--- src/rtl/fetch_queue.sv ---
// ---------------------------------------------------------------------------
// fetch_queue
//
// Instruction prefetch unit. Keeps up to DEPTH instructions buffered ahead of
// the core, fetched sequentially from paged program memory over the shared
// req/cack/ready/busy memory handshake. One memory request is outstanding at
// most. A core redirect flushes the queue and retargets fetch. Data from a
// request that was already in flight at the time of the redirect is dropped
// when it returns.
//
// Parameters
//   ADDR_W   program word-address width
//   PAGE_W   program page width (memory address is PAGE_W+ADDR_W bits)
//   INSTR_W  instruction width
//   DEPTH    queue entries (power of two, >= 2)
//
// Ports
//   clk          clock
//   rst          synchronous active-high reset
//   redirect     flush queue, restart fetch at redir_page:redir_addr
//   redir_addr   new fetch word address
//   redir_page   new fetch page
//   instr_valid  queue head valid
//   instr_ready  core consumes the head this cycle
//   instr_out    head instruction
//   instr_addr   word address of the head instruction
//   mem_req      fetch request to the memory arbiter
//   mem_addr     {page, fetch_pc} of the current request
//   mem_busy     arbiter busy; no new request may start
//   mem_cack     request accepted (1-cycle pulse)
//   mem_ready    read data valid (1-cycle pulse)
//   mem_data     read data
//   queue_count  number of occupied queue entries
// ---------------------------------------------------------------------------
module fetch_queue #(
    parameter int ADDR_W  = 16,
    parameter int PAGE_W  = 8,
    parameter int INSTR_W = 32,
    parameter int DEPTH   = 4
) (
    input  logic                      clk,
    input  logic                      rst,
    input  logic                      redirect,
    input  logic [ADDR_W-1:0]         redir_addr,
    input  logic [PAGE_W-1:0]         redir_page,
    output logic                      instr_valid,
    input  logic                      instr_ready,
    output logic [INSTR_W-1:0]        instr_out,
    output logic [ADDR_W-1:0]         instr_addr,
    output logic                      mem_req,
    output logic [PAGE_W+ADDR_W-1:0]  mem_addr,
    input  logic                      mem_busy,
    input  logic                      mem_cack,
    input  logic                      mem_ready,
    input  logic [INSTR_W-1:0]        mem_data,
    output logic [$clog2(DEPTH):0]    queue_count
);

    localparam int PTR_W = $clog2(DEPTH);
    localparam int CNT_W = PTR_W + 1;
    localparam int MEM_W = PAGE_W + ADDR_W;

    localparam logic [CNT_W-1:0] FULL_COUNT = CNT_W'(DEPTH);

    // Fetch handshake states.
    localparam logic [1:0] S_IDLE = 2'd0;
    localparam logic [1:0] S_REQ  = 2'd1;
    localparam logic [1:0] S_WAIT = 2'd2;

    // ------------------------------------------------------------------
    // Fetch state
    // ------------------------------------------------------------------
    logic [1:0]        r_state;
    logic [1:0]        w_state_nxt;
    logic [ADDR_W-1:0] r_fetch_pc;
    logic [PAGE_W-1:0] r_page;
    logic              r_discard;
    logic [MEM_W-1:0]  r_req_addr;

    // ------------------------------------------------------------------
    // Queue state
    // ------------------------------------------------------------------
    logic [INSTR_W-1:0] r_q_instr [DEPTH];
    logic [ADDR_W-1:0]  r_q_addr  [DEPTH];
    logic [PTR_W-1:0]   r_wr_ptr;
    logic [PTR_W-1:0]   r_rd_ptr;
    logic [CNT_W-1:0]   r_count;

    // ------------------------------------------------------------------
    // Control decode
    // ------------------------------------------------------------------
    logic             w_in_flight;
    logic             w_issue;
    logic             w_return;
    logic             w_push;
    logic             w_pop;
    logic [MEM_W-1:0] w_issue_addr;

    // A request is outstanding from the moment it is presented until its data
    // returns; a redirect in that window must drop the returning word.
    assign w_in_flight = (r_state == S_REQ) || (r_state == S_WAIT);

    // Space is reserved at issue time: with a single outstanding request and
    // count < DEPTH here, the eventual push can never overflow the queue.
    assign w_issue = (r_state == S_IDLE) && !mem_busy && (r_count < FULL_COUNT);

    assign w_return = (r_state == S_WAIT) && mem_ready;

    // Redirect has priority over both push and pop in the same cycle.
    assign w_push = w_return && !r_discard && !redirect;
    assign w_pop  = instr_valid && instr_ready && !redirect;

    // A redirect arriving in the issuing cycle must already steer the request
    // that is being launched, since fetch_pc only updates at the same edge.
    assign w_issue_addr = redirect ? {redir_page, redir_addr} : {r_page, r_fetch_pc};

    // ------------------------------------------------------------------
    // Handshake FSM: IDLE -> REQ -> WAIT -> IDLE
    // ------------------------------------------------------------------
    always_comb begin
        // NOTE: default assignment first so no path through the case leaves
        // w_state_nxt unassigned, which would otherwise infer a latch.
        w_state_nxt = r_state;
        case (r_state)
            S_IDLE:  if (w_issue)   w_state_nxt = S_REQ;
            S_REQ:   if (mem_cack)  w_state_nxt = S_WAIT;
            S_WAIT:  if (mem_ready) w_state_nxt = S_IDLE;
            default: w_state_nxt = S_IDLE;
        endcase
    end

    always_ff @(posedge clk) begin
        // NOTE: state registers use non-blocking assignments so every
        // register samples pre-edge values regardless of statement order.
        if (rst) begin
            r_state    <= S_IDLE;
            r_fetch_pc <= '0;
            r_page     <= '0;
            r_discard  <= 1'b0;
            r_req_addr <= '0;
        end else begin
            r_state <= w_state_nxt;

            // The request address is captured once at issue and held until
            // cack, so a redirect during REQ never disturbs mem_addr.
            if (w_issue) begin
                r_req_addr <= w_issue_addr;
            end

            // fetch_pc wraps within the page; the page never advances on its own.
            if (redirect) begin
                r_fetch_pc <= redir_addr;
                r_page     <= redir_page;
            end else if (w_return && !r_discard) begin
                r_fetch_pc <= r_fetch_pc + 1'b1;
            end

            // A return always consumes the discard flag. A redirect that lands
            // on the same edge as the return already drops that return via
            // w_push, so it must not mark the next request for discard.
            if (w_return) begin
                r_discard <= 1'b0;
            end else if (redirect && w_in_flight) begin
                r_discard <= 1'b1;
            end
        end
    end

    // ------------------------------------------------------------------
    // Queue pointers and occupancy
    // ------------------------------------------------------------------
    always_ff @(posedge clk) begin
        if (rst) begin
            r_wr_ptr <= '0;
            r_rd_ptr <= '0;
            r_count  <= '0;
        end else if (redirect) begin
            r_wr_ptr <= '0;
            r_rd_ptr <= '0;
            r_count  <= '0;
        end else begin
            if (w_push) begin
                r_wr_ptr <= r_wr_ptr + 1'b1;
            end
            if (w_pop) begin
                r_rd_ptr <= r_rd_ptr + 1'b1;
            end
            case ({w_push, w_pop})
                2'b10:   r_count <= r_count + 1'b1;
                2'b01:   r_count <= r_count - 1'b1;
                default: r_count <= r_count;
            endcase
        end
    end

    // ------------------------------------------------------------------
    // Queue storage
    // ------------------------------------------------------------------
    // NOTE: the storage array has no reset; an entry is only ever read while
    // r_count says it holds pushed data, so its power-up contents are unused.
    always_ff @(posedge clk) begin
        if (w_push) begin
            r_q_instr[r_wr_ptr] <= mem_data;
            r_q_addr[r_wr_ptr]  <= r_fetch_pc;
        end
    end

    // ------------------------------------------------------------------
    // Outputs
    // ------------------------------------------------------------------
    // The head is read straight from registered storage, so a word pushed
    // into an empty queue appears on instr_out the cycle after mem_ready.
    assign instr_valid = (r_count != '0);
    assign instr_out   = r_q_instr[r_rd_ptr];
    assign instr_addr  = r_q_addr[r_rd_ptr];
    assign queue_count = r_count;

    assign mem_req  = (r_state == S_REQ);
    assign mem_addr = r_req_addr;

endmodule

--- config.mk ---
export PLATFORM = sky130hd
export DESIGN_NAME = fetch_queue
export DESIGN_NICKNAME = d
export VERILOG_FILES = /design/src/rtl/fetch_queue.sv
export SDC_FILE = /design/constraint.sdc
export NUM_CORES = 1
export LEC_CHECK = 0
export CORE_MARGIN = 2
export CORE_UTILIZATION = 35
export DETAILED_ROUTE_END_ITERATION = 6
export GPL_TIMING_DRIVEN = 0
export PLACE_DENSITY_LB_ADDON = 0.12
export SYNTH_ARGS = -nofsm -noshare
export SYNTH_HDL_FRONTEND = slang
export SYNTH_SLANG_ARGS = --single-unit
--- constraint.sdc ---
create_clock -name clk -period 5.3 [get_ports clk]
set_input_delay 0.53 -clock clk [delete_from_list [all_inputs] [get_ports clk]]
set_output_delay 0.53 -clock clk [all_outputs]
set_load 0.05 [all_outputs]
==> impl_metrics.env, run 1 <==
export IMPL_startpoint_type="flop"
export IMPL_p_int_w=0.00352
export IMPL_nets=803
export IMPL_clk_pin_slew_worst_paths_ns=0.07
export IMPL_critPathMaxFanout=10
export IMPL_finClkSkew_ns=0.00996
export IMPL_ctsResizeCount=0
export IMPL_yosys_warnings=0
export IMPL_grt_usage_pct=14.9
export IMPL_core_area_mm2=0.0276
export IMPL_area_delta_synth_final_pct=28.1
export IMPL_gp_congestion=0.757
export IMPL_status="finished clean"
export IMPL_ys_seq_area_share_pct=71.7
export IMPL_critPathMaxStageDelay_ns=0.86
export IMPL_die_x_um=171
export IMPL_vias=5447
export IMPL_drc=0
export IMPL_critPathCaptureType="output port"
export IMPL_seq_power_share_pct=47.5
export IMPL_start_util_pct=35.3
export IMPL_leakage_nw=4.11
export IMPL_clockRootBuffer="clkbuf_16"
export IMPL_worst_pin_slew_ns=0.794
export IMPL_antenna_cells=0
export IMPL_layout_cells_non_filler=1127
export IMPL_hold_class="input pin to flop"
export IMPL_cts_buffer_depth=3
export IMPL_io_buffers=138
export IMPL_insertion_delay_ns=0.54
export IMPL_cts_setup_buffers=0
export IMPL_routed_wl_um=21500
export IMPL_max_clock_freq_ghz=0.281
export IMPL_syn_area_mm2=0.00972
export IMPL_ys_ff_latch=252
export IMPL_path_cells="buf_2 > clkbuf_1 > mux4_2 > clkdlybuf4s50_1"
export IMPL_ant_nets=0
export IMPL_syn_avg_cell_area_um2=17.3
export IMPL_cp_slowest_cell="clkdlybuf4s50_1"
export IMPL_antenna_found_initial=2
export IMPL_cap_violations=0
export IMPL_slew_violations=0
export IMPL_critPathBufInv=3
export IMPL_rows=61
export IMPL_max_slew_margin_pct=47.1
export IMPL_numCtsBuffers=28
export IMPL_grt_pass1_wl_um=33200
export IMPL_fin_crit_sh_pct=67.2
export IMPL_io_pins=140
export IMPL_hold_viol_final=0
export IMPL_htree_levels=1
export IMPL_cp_top_family="buffers and inverters"
export IMPL_crit_arrival_ns=3.03
export IMPL_clkPwrFrac_pct=38.3
export IMPL_drive_above_1_share_pct=15.0
export IMPL_power_switching_w=0.00126
export IMPL_rsz0062_at_grt="no"
export IMPL_finalSetupViolCount=0
export IMPL_overflow=0
export IMPL_wl_per_cell_um=19.1
export IMPL_die_height_um=171
export IMPL_synth_cell_types=41
export IMPL_dp_hpwl_um=13800
export IMPL_grt_pass1_vias=5900
export IMPL_syn_inst=561
export IMPL_via_per_inst=4.83
export IMPL_tns_ns=0
export IMPL_syn_num_nets=635
export IMPL_peakVddDrop_mv=0.255
export IMPL_dp_cells=1077
export IMPL_dr_pass1_iters=4
export IMPL_first_iter_violations=348
export IMPL_grt_max_degree=49
export IMPL_hold_buffers=0
export IMPL_critical_path_required_ns=4.77
export IMPL_cts_num_sinks=252
export IMPL_die_area_mm2=0.0291
export IMPL_p_per_area_mw_per_mm2=384
export IMPL_critPathKind="flop to output port"
export IMPL_rrSetupSlack_ns=2.54
export IMPL_p_comb_share_pct=14.2
export IMPL_fin_crit_ns=3.56
export IMPL_cts_tree="yes"
export IMPL_switching_share_pct=26.3
-- kinds of logic after synthesis --
| group | synth area share (%) |
|---|---|
| AOI/OAI and AO/OA | 4.14 |
| adders and majority gates | 1.49 |
| DFF | 71.7 |
| xor gates and xnor gates | 1.17 |
| and+or+nand+nor | 5.67 |
| muxes | 13.7 |
| buffers and inverters | 2.15 |
-- final cells by class --
class,instances,area [um^2]
inverter,19,71.3
fill,2457,15100
multi-input combinational,259,2560
clock inverter,17,150
tap,378,473
sequential,252,6970
timing repair buffer,138,1380
clock buffer,33,719
buffer,31,138
-- synthesized netlist by cell type, drive strengths merged --
cell type	instances	share of area, %
edfxtp	192	59
dfxtp	60	12
mux4	48	11
nor2	46	1.8
mux2i	23	2.4
a211oi	21	1.6
inv	19	0.73
buf	16	0.84
a21oi	15	0.77
clkbuf	15	0.58
ha	10	1.3
nand2	9	0.35
xnor2	9	0.81
and2	8	0.51
o21a	7	0.54
nand4	6	0.60
nand3	5	0.26
nor2b	5	0.32
o21ai	5	0.26
or3	5	0.32
a311oi	4	0.36
a31oi	4	0.26
and4	4	0.39
nand2b	4	0.26
xor2	4	0.36
and4b	3	0.35
and3b	2	0.18
mux2	2	0.23
o221ai	2	0.18
o31ai	2	0.15
or4	2	0.15
and3	1	0.064
fa	1	0.21
nor3b	1	0.077
or2	1	0.064
-- per-layer routing --
metal  global-route usage, %  vias to the layer above  wire [um]
met4                    4.20                        4        551
met3                    4.00                       41       1420
met5                       0                        -         25
met1                    18.9                     2724       9240
li1                        -                     2527          -
met2                    25.2                      151      10300
-- worst reg2reg max path: stages, from the launching register on --
cell,delay [ns]
dfxtp_1,0.35
inv_1,0.08
ha_1,0.25
and3b_1,0.23
buf_2,0.23
nor2b_1,0.21
inv_1,0.08
ha_1,0.19
inv_1,0.07
fa_1,0.37
xor2_1,0.16
or3_1,0.30
a21oi_1,0.16
-- power groups by stage --
stage	combinational, W	clock [W]	sequential, W
after floorplan	0.000267	0	0.00245
after global placement	0.000670	0	0.00230
after detailed placement	0.000679	0	0.00231
after CTS	0.000685	0.00188	0.00227
after global routing	0.000727	0.00196	0.00228
final	0.000678	0.00183	0.00227
-- through the flow --
stage / hold WS [ns] / util (%) / area [um^2] / power (W) / setup WS [ns]
floorplan: 0.456 / - / 9720 / 0.00272 / 2.46
global placement: 0.471 / 42.0 / 11600 / 0.00297 / 0.689
detailed placement: 0.488 / 42.1 / 11600 / 0.00299 / 2.08
CTS: 0.487 / 45.2 / 12500 / 0.00483 / 1.64
global route: 0.541 / 45.2 / 12500 / 0.00496 / 1.57
finish: 0.501 / 45.2 / 12500 / 0.00478 / 1.74
-- sequential cells by signal (all words and copies together), names as in the netlist, named ones only --
signal       cells
mem_addr        24
r_wr_ptr         2
r_q_addr        64
queue_count      3
r_discard        1
r_fetch_pc      16
r_rd_ptr         2
r_state          2
r_page           8
r_q_instr      128
-- final timing paths --
check	startpoint	end	cells past startpoint
setup / recovery	flop	instr_addr[9]	4
hold reg to reg	mem_addr[11]	mem_addr[11]	2
hold / removal	rst	r_fetch_pc[15]	4
setup reg to reg	r_state[0]	queue_count[2]	12
-- placed cells by master, fill, tap and decap left out, drive strengths merged, types with 3 or more instances in the layout --
cell           synthesis  routed
clkbuf                15      48
o21a                   7       7
inv                   19      20
nor2b                  5       5
a31oi                  4       4
nand4                  6       6
clkinv                 0      13
a211oi                21      21
or3                    5       5
xor2                   4       4
nand2                  9       9
a21oi                 15      15
clkdlybuf4s50          0     138
a311oi                 4       4
o21ai                  5       5
buf                   16      16
and4                   4       4
nand2b                 4       4
mux4                  48      48
dfxtp                 60      60
edfxtp               192     192
and2                   8       8
nor2                  46      46
ha                    10      10
mux2i                 23      23
xnor2                  9       9
nand3                  5       5
and4b                  3       3
Note: power is estimated with default switching activity, not from simulation.
==> run 2, diff against run 1 <==
==> constraint.sdc (replaced) <==
create_clock -name clk -period 3.3 [get_ports clk]
set_input_delay 0.33 -clock clk [delete_from_list [all_inputs] [get_ports clk]]
set_output_delay 0.33 -clock clk [all_outputs]
set_load 0.05 [all_outputs]
==> run 2 against run 1 <==
  * Worst hold slack worse by 0.20 ns
  * Non-clock buffer count is the same
  * Critical path depth did not move
  * First-iteration DRC count fell by 0.29%
  * Largest power group unchanged
  * Combinational power rose by 61%
  * Sequential cell count is the same
  * Die area unchanged
==> impl_metrics.env, run 2 (synthesis gave the netlist of run 1 again) <==
export IMPL_die_height_um=171
export IMPL_peakVddDrop_mv=0.409
export IMPL_power_w=0.00767
export IMPL_rsz0062_at_grt="no"
export IMPL_hold_class="input pin to flop"
export IMPL_clockRootBuffer="clkbuf_16"
export IMPL_clk_pin_slew_worst_paths_ns=0.07
export IMPL_overflow=0
export IMPL_tns_ns=0
export IMPL_p_per_area_mw_per_mm2=616
export IMPL_grt_max_degree=49
export IMPL_drc=0
export IMPL_largest_reg_flops=128
export IMPL_hold_buffers=0
export IMPL_vias=5451
export IMPL_htree_levels=1
export IMPL_nets=803
export IMPL_path_depth=4
export IMPL_seq_power_share_pct=47.5
export IMPL_cp_slowest_cell="clkdlybuf4s50_1"
export IMPL_hold_viol_final=0
export IMPL_die_x_um=171
export IMPL_clkPwrFrac_pct=38.4
export IMPL_first_iter_violations=347
export IMPL_rows=61
export IMPL_p_int_w=0.00565
export IMPL_critPathBufInv=3
export IMPL_critPathMaxFanout=10
export IMPL_antenna_cells=0
export IMPL_seq_area_mm2=0.00697
export IMPL_nFillCells=2466
export IMPL_wl_per_cell_um=19.1
export IMPL_top_register="r_q_instr"
export IMPL_numCtsBuffers=28
export IMPL_fin_crit_sh_pct=93.8
export IMPL_critPathKind="flop to output port"
export IMPL_critical_path_required_ns=2.97
export IMPL_power_switching_w=0.00202
export IMPL_critPathMaxStageDelay_ns=0.72
export IMPL_layout_common_cells="edfxtp_1 (192), clkdlybuf4s50_1 (128), dfxtp_1 (60)"
export IMPL_final_common_cell="edfxtp_1"
export IMPL_drive_above_1_share_pct=15.2
export IMPL_die_area_mm2=0.0291
export IMPL_ff2ff_path_depth=12
export IMPL_finClkSkew_ns=0.0100
export IMPL_via_per_inst=4.84
export IMPL_area_delta_synth_final_pct=28.0
export IMPL_ant_nets=0
export IMPL_antenna_found_initial=2
export IMPL_crit_arrival_ns=2.76
export IMPL_start_util_pct=35.3
export IMPL_routed_wl_um=21500
export IMPL_finalSetupViolCount=0
export IMPL_slew_violations=0
export IMPL_switching_share_pct=26.4
export IMPL_max_slew_margin_pct=46.8
export IMPL_multiInputGateArea_mm2=0.00256
export IMPL_worst_pin_slew_ns=0.798
export IMPL_grt_pass1_wl_um=33200
export IMPL_cts_setup_buffers=0
export IMPL_cts_tree="yes"
export IMPL_leakage_nw=4.13
export IMPL_io_pins=140
export IMPL_worstHoldPathCells=4
export IMPL_startpoint_type="flop"
export IMPL_cap_violations=0
export IMPL_path_cells="buf_4 > buf_4 > mux4_2 > clkdlybuf4s50_1"
export IMPL_cts_num_sinks=252
export IMPL_dr_pass1_iters=4
export IMPL_holdWs_ns=0.301
export IMPL_max_clock_freq_ghz=0.323
export IMPL_cp_top_family="buffers and inverters"
export IMPL_grt_pass1_vias=5906
export IMPL_grt_usage_pct=14.9
export IMPL_io_buffers=138
export IMPL_p_comb_share_pct=14.2
export IMPL_fin_crit_ns=3.09
export IMPL_critPathCaptureType="output port"
export IMPL_status="finished clean"
export IMPL_cp_common_cell="buf_4"
export IMPL_dp_hpwl_um=13800
export IMPL_insertion_delay_ns=0.54
export IMPL_gp_congestion=0.757
export IMPL_cts_buffer_depth=3
export IMPL_core_area_mm2=0.0276
run 2: cell types whose count changed in the layout (fill, tap and decap cells not counted), sizes merged:
cell	before	now
clkdlybuf4s50	138	128
dlygate4sd2	0	10
run 2: final timing paths:
path | startpoint | end | slack [ns]
worst max-delay path | flop | instr_addr[1] | 0.21
worst min-delay path | rst | r_fetch_pc[15] | 0.30
worst max register to register | r_state[0] | queue_count[2] | 0.54
worst min register to register | mem_addr[11] | mem_addr[11] | 0.51
run 2: area by class of cell:
| type | count | area share (%) |
|---|---|---|
| clock inverter | 17 | 1.21 |
| sequential | 252 | 56.0 |
| buffer | 31 | 1.15 |
| clock buffer | 33 | 5.78 |
| inverter | 19 | 0.573 |
| tap | 378 | 3.80 |
| timing repair buffer | 138 | 11.0 |
| multi-input combinational | 259 | 20.5 |
run 2: per-layer routing:
metal | GRT usage [%] | share of wire (%) | vias to the layer above
met1 | 18.9 | 43 | 2725
met5 | 0 | 0.12 | -
met3 | 4.00 | 6.6 | 42
li1 | - | - | 2528
met2 | 25.2 | 48 | 152
met4 | 4.20 | 2.6 | 4
run 2: through the flow:
step	cell area (um^2)	std cells	setup WS (ns)	util (%)
after floorplan	9720	561	0.457	-
after global placement	11600	1077	-1.11	42.0
after detailed placement	11600	1077	0.282	42.1
after CTS	12400	1127	0.106	45.2
after global routing	12400	1127	0.0468	45.2
final	12400	1127	0.205	45.2
run 2: power groups by stage:
stage / registers, W / logic (W) / clock network [W]
finish: 0.00364 / 0.00109 / 0.00294
global route: 0.00366 / 0.00117 / 0.00314
CTS: 0.00364 / 0.00110 / 0.00302
detailed placement: 0.00371 / 0.00109 / 0
global placement: 0.00370 / 0.00108 / 0
floorplan: 0.00394 / 0.000429 / 0
run 2: worst register-to-register path: stages, from the launching register on:
cell and delay, ns:
dfxtp_1 0.35, inv_1 0.08, ha_1 0.25, and3b_1 0.23, buf_2 0.23, nor2b_1 0.21, inv_1 0.08, ha_1 0.19
inv_1 0.07, fa_1 0.37, xor2_1 0.16, or3_1 0.30, a21oi_1 0.16
run 2: repair_timing:
action,CTS,global route
resized for setup,13,0
endpoints found under the hold margin,0,0
endpoints found under the setup margin,20,0
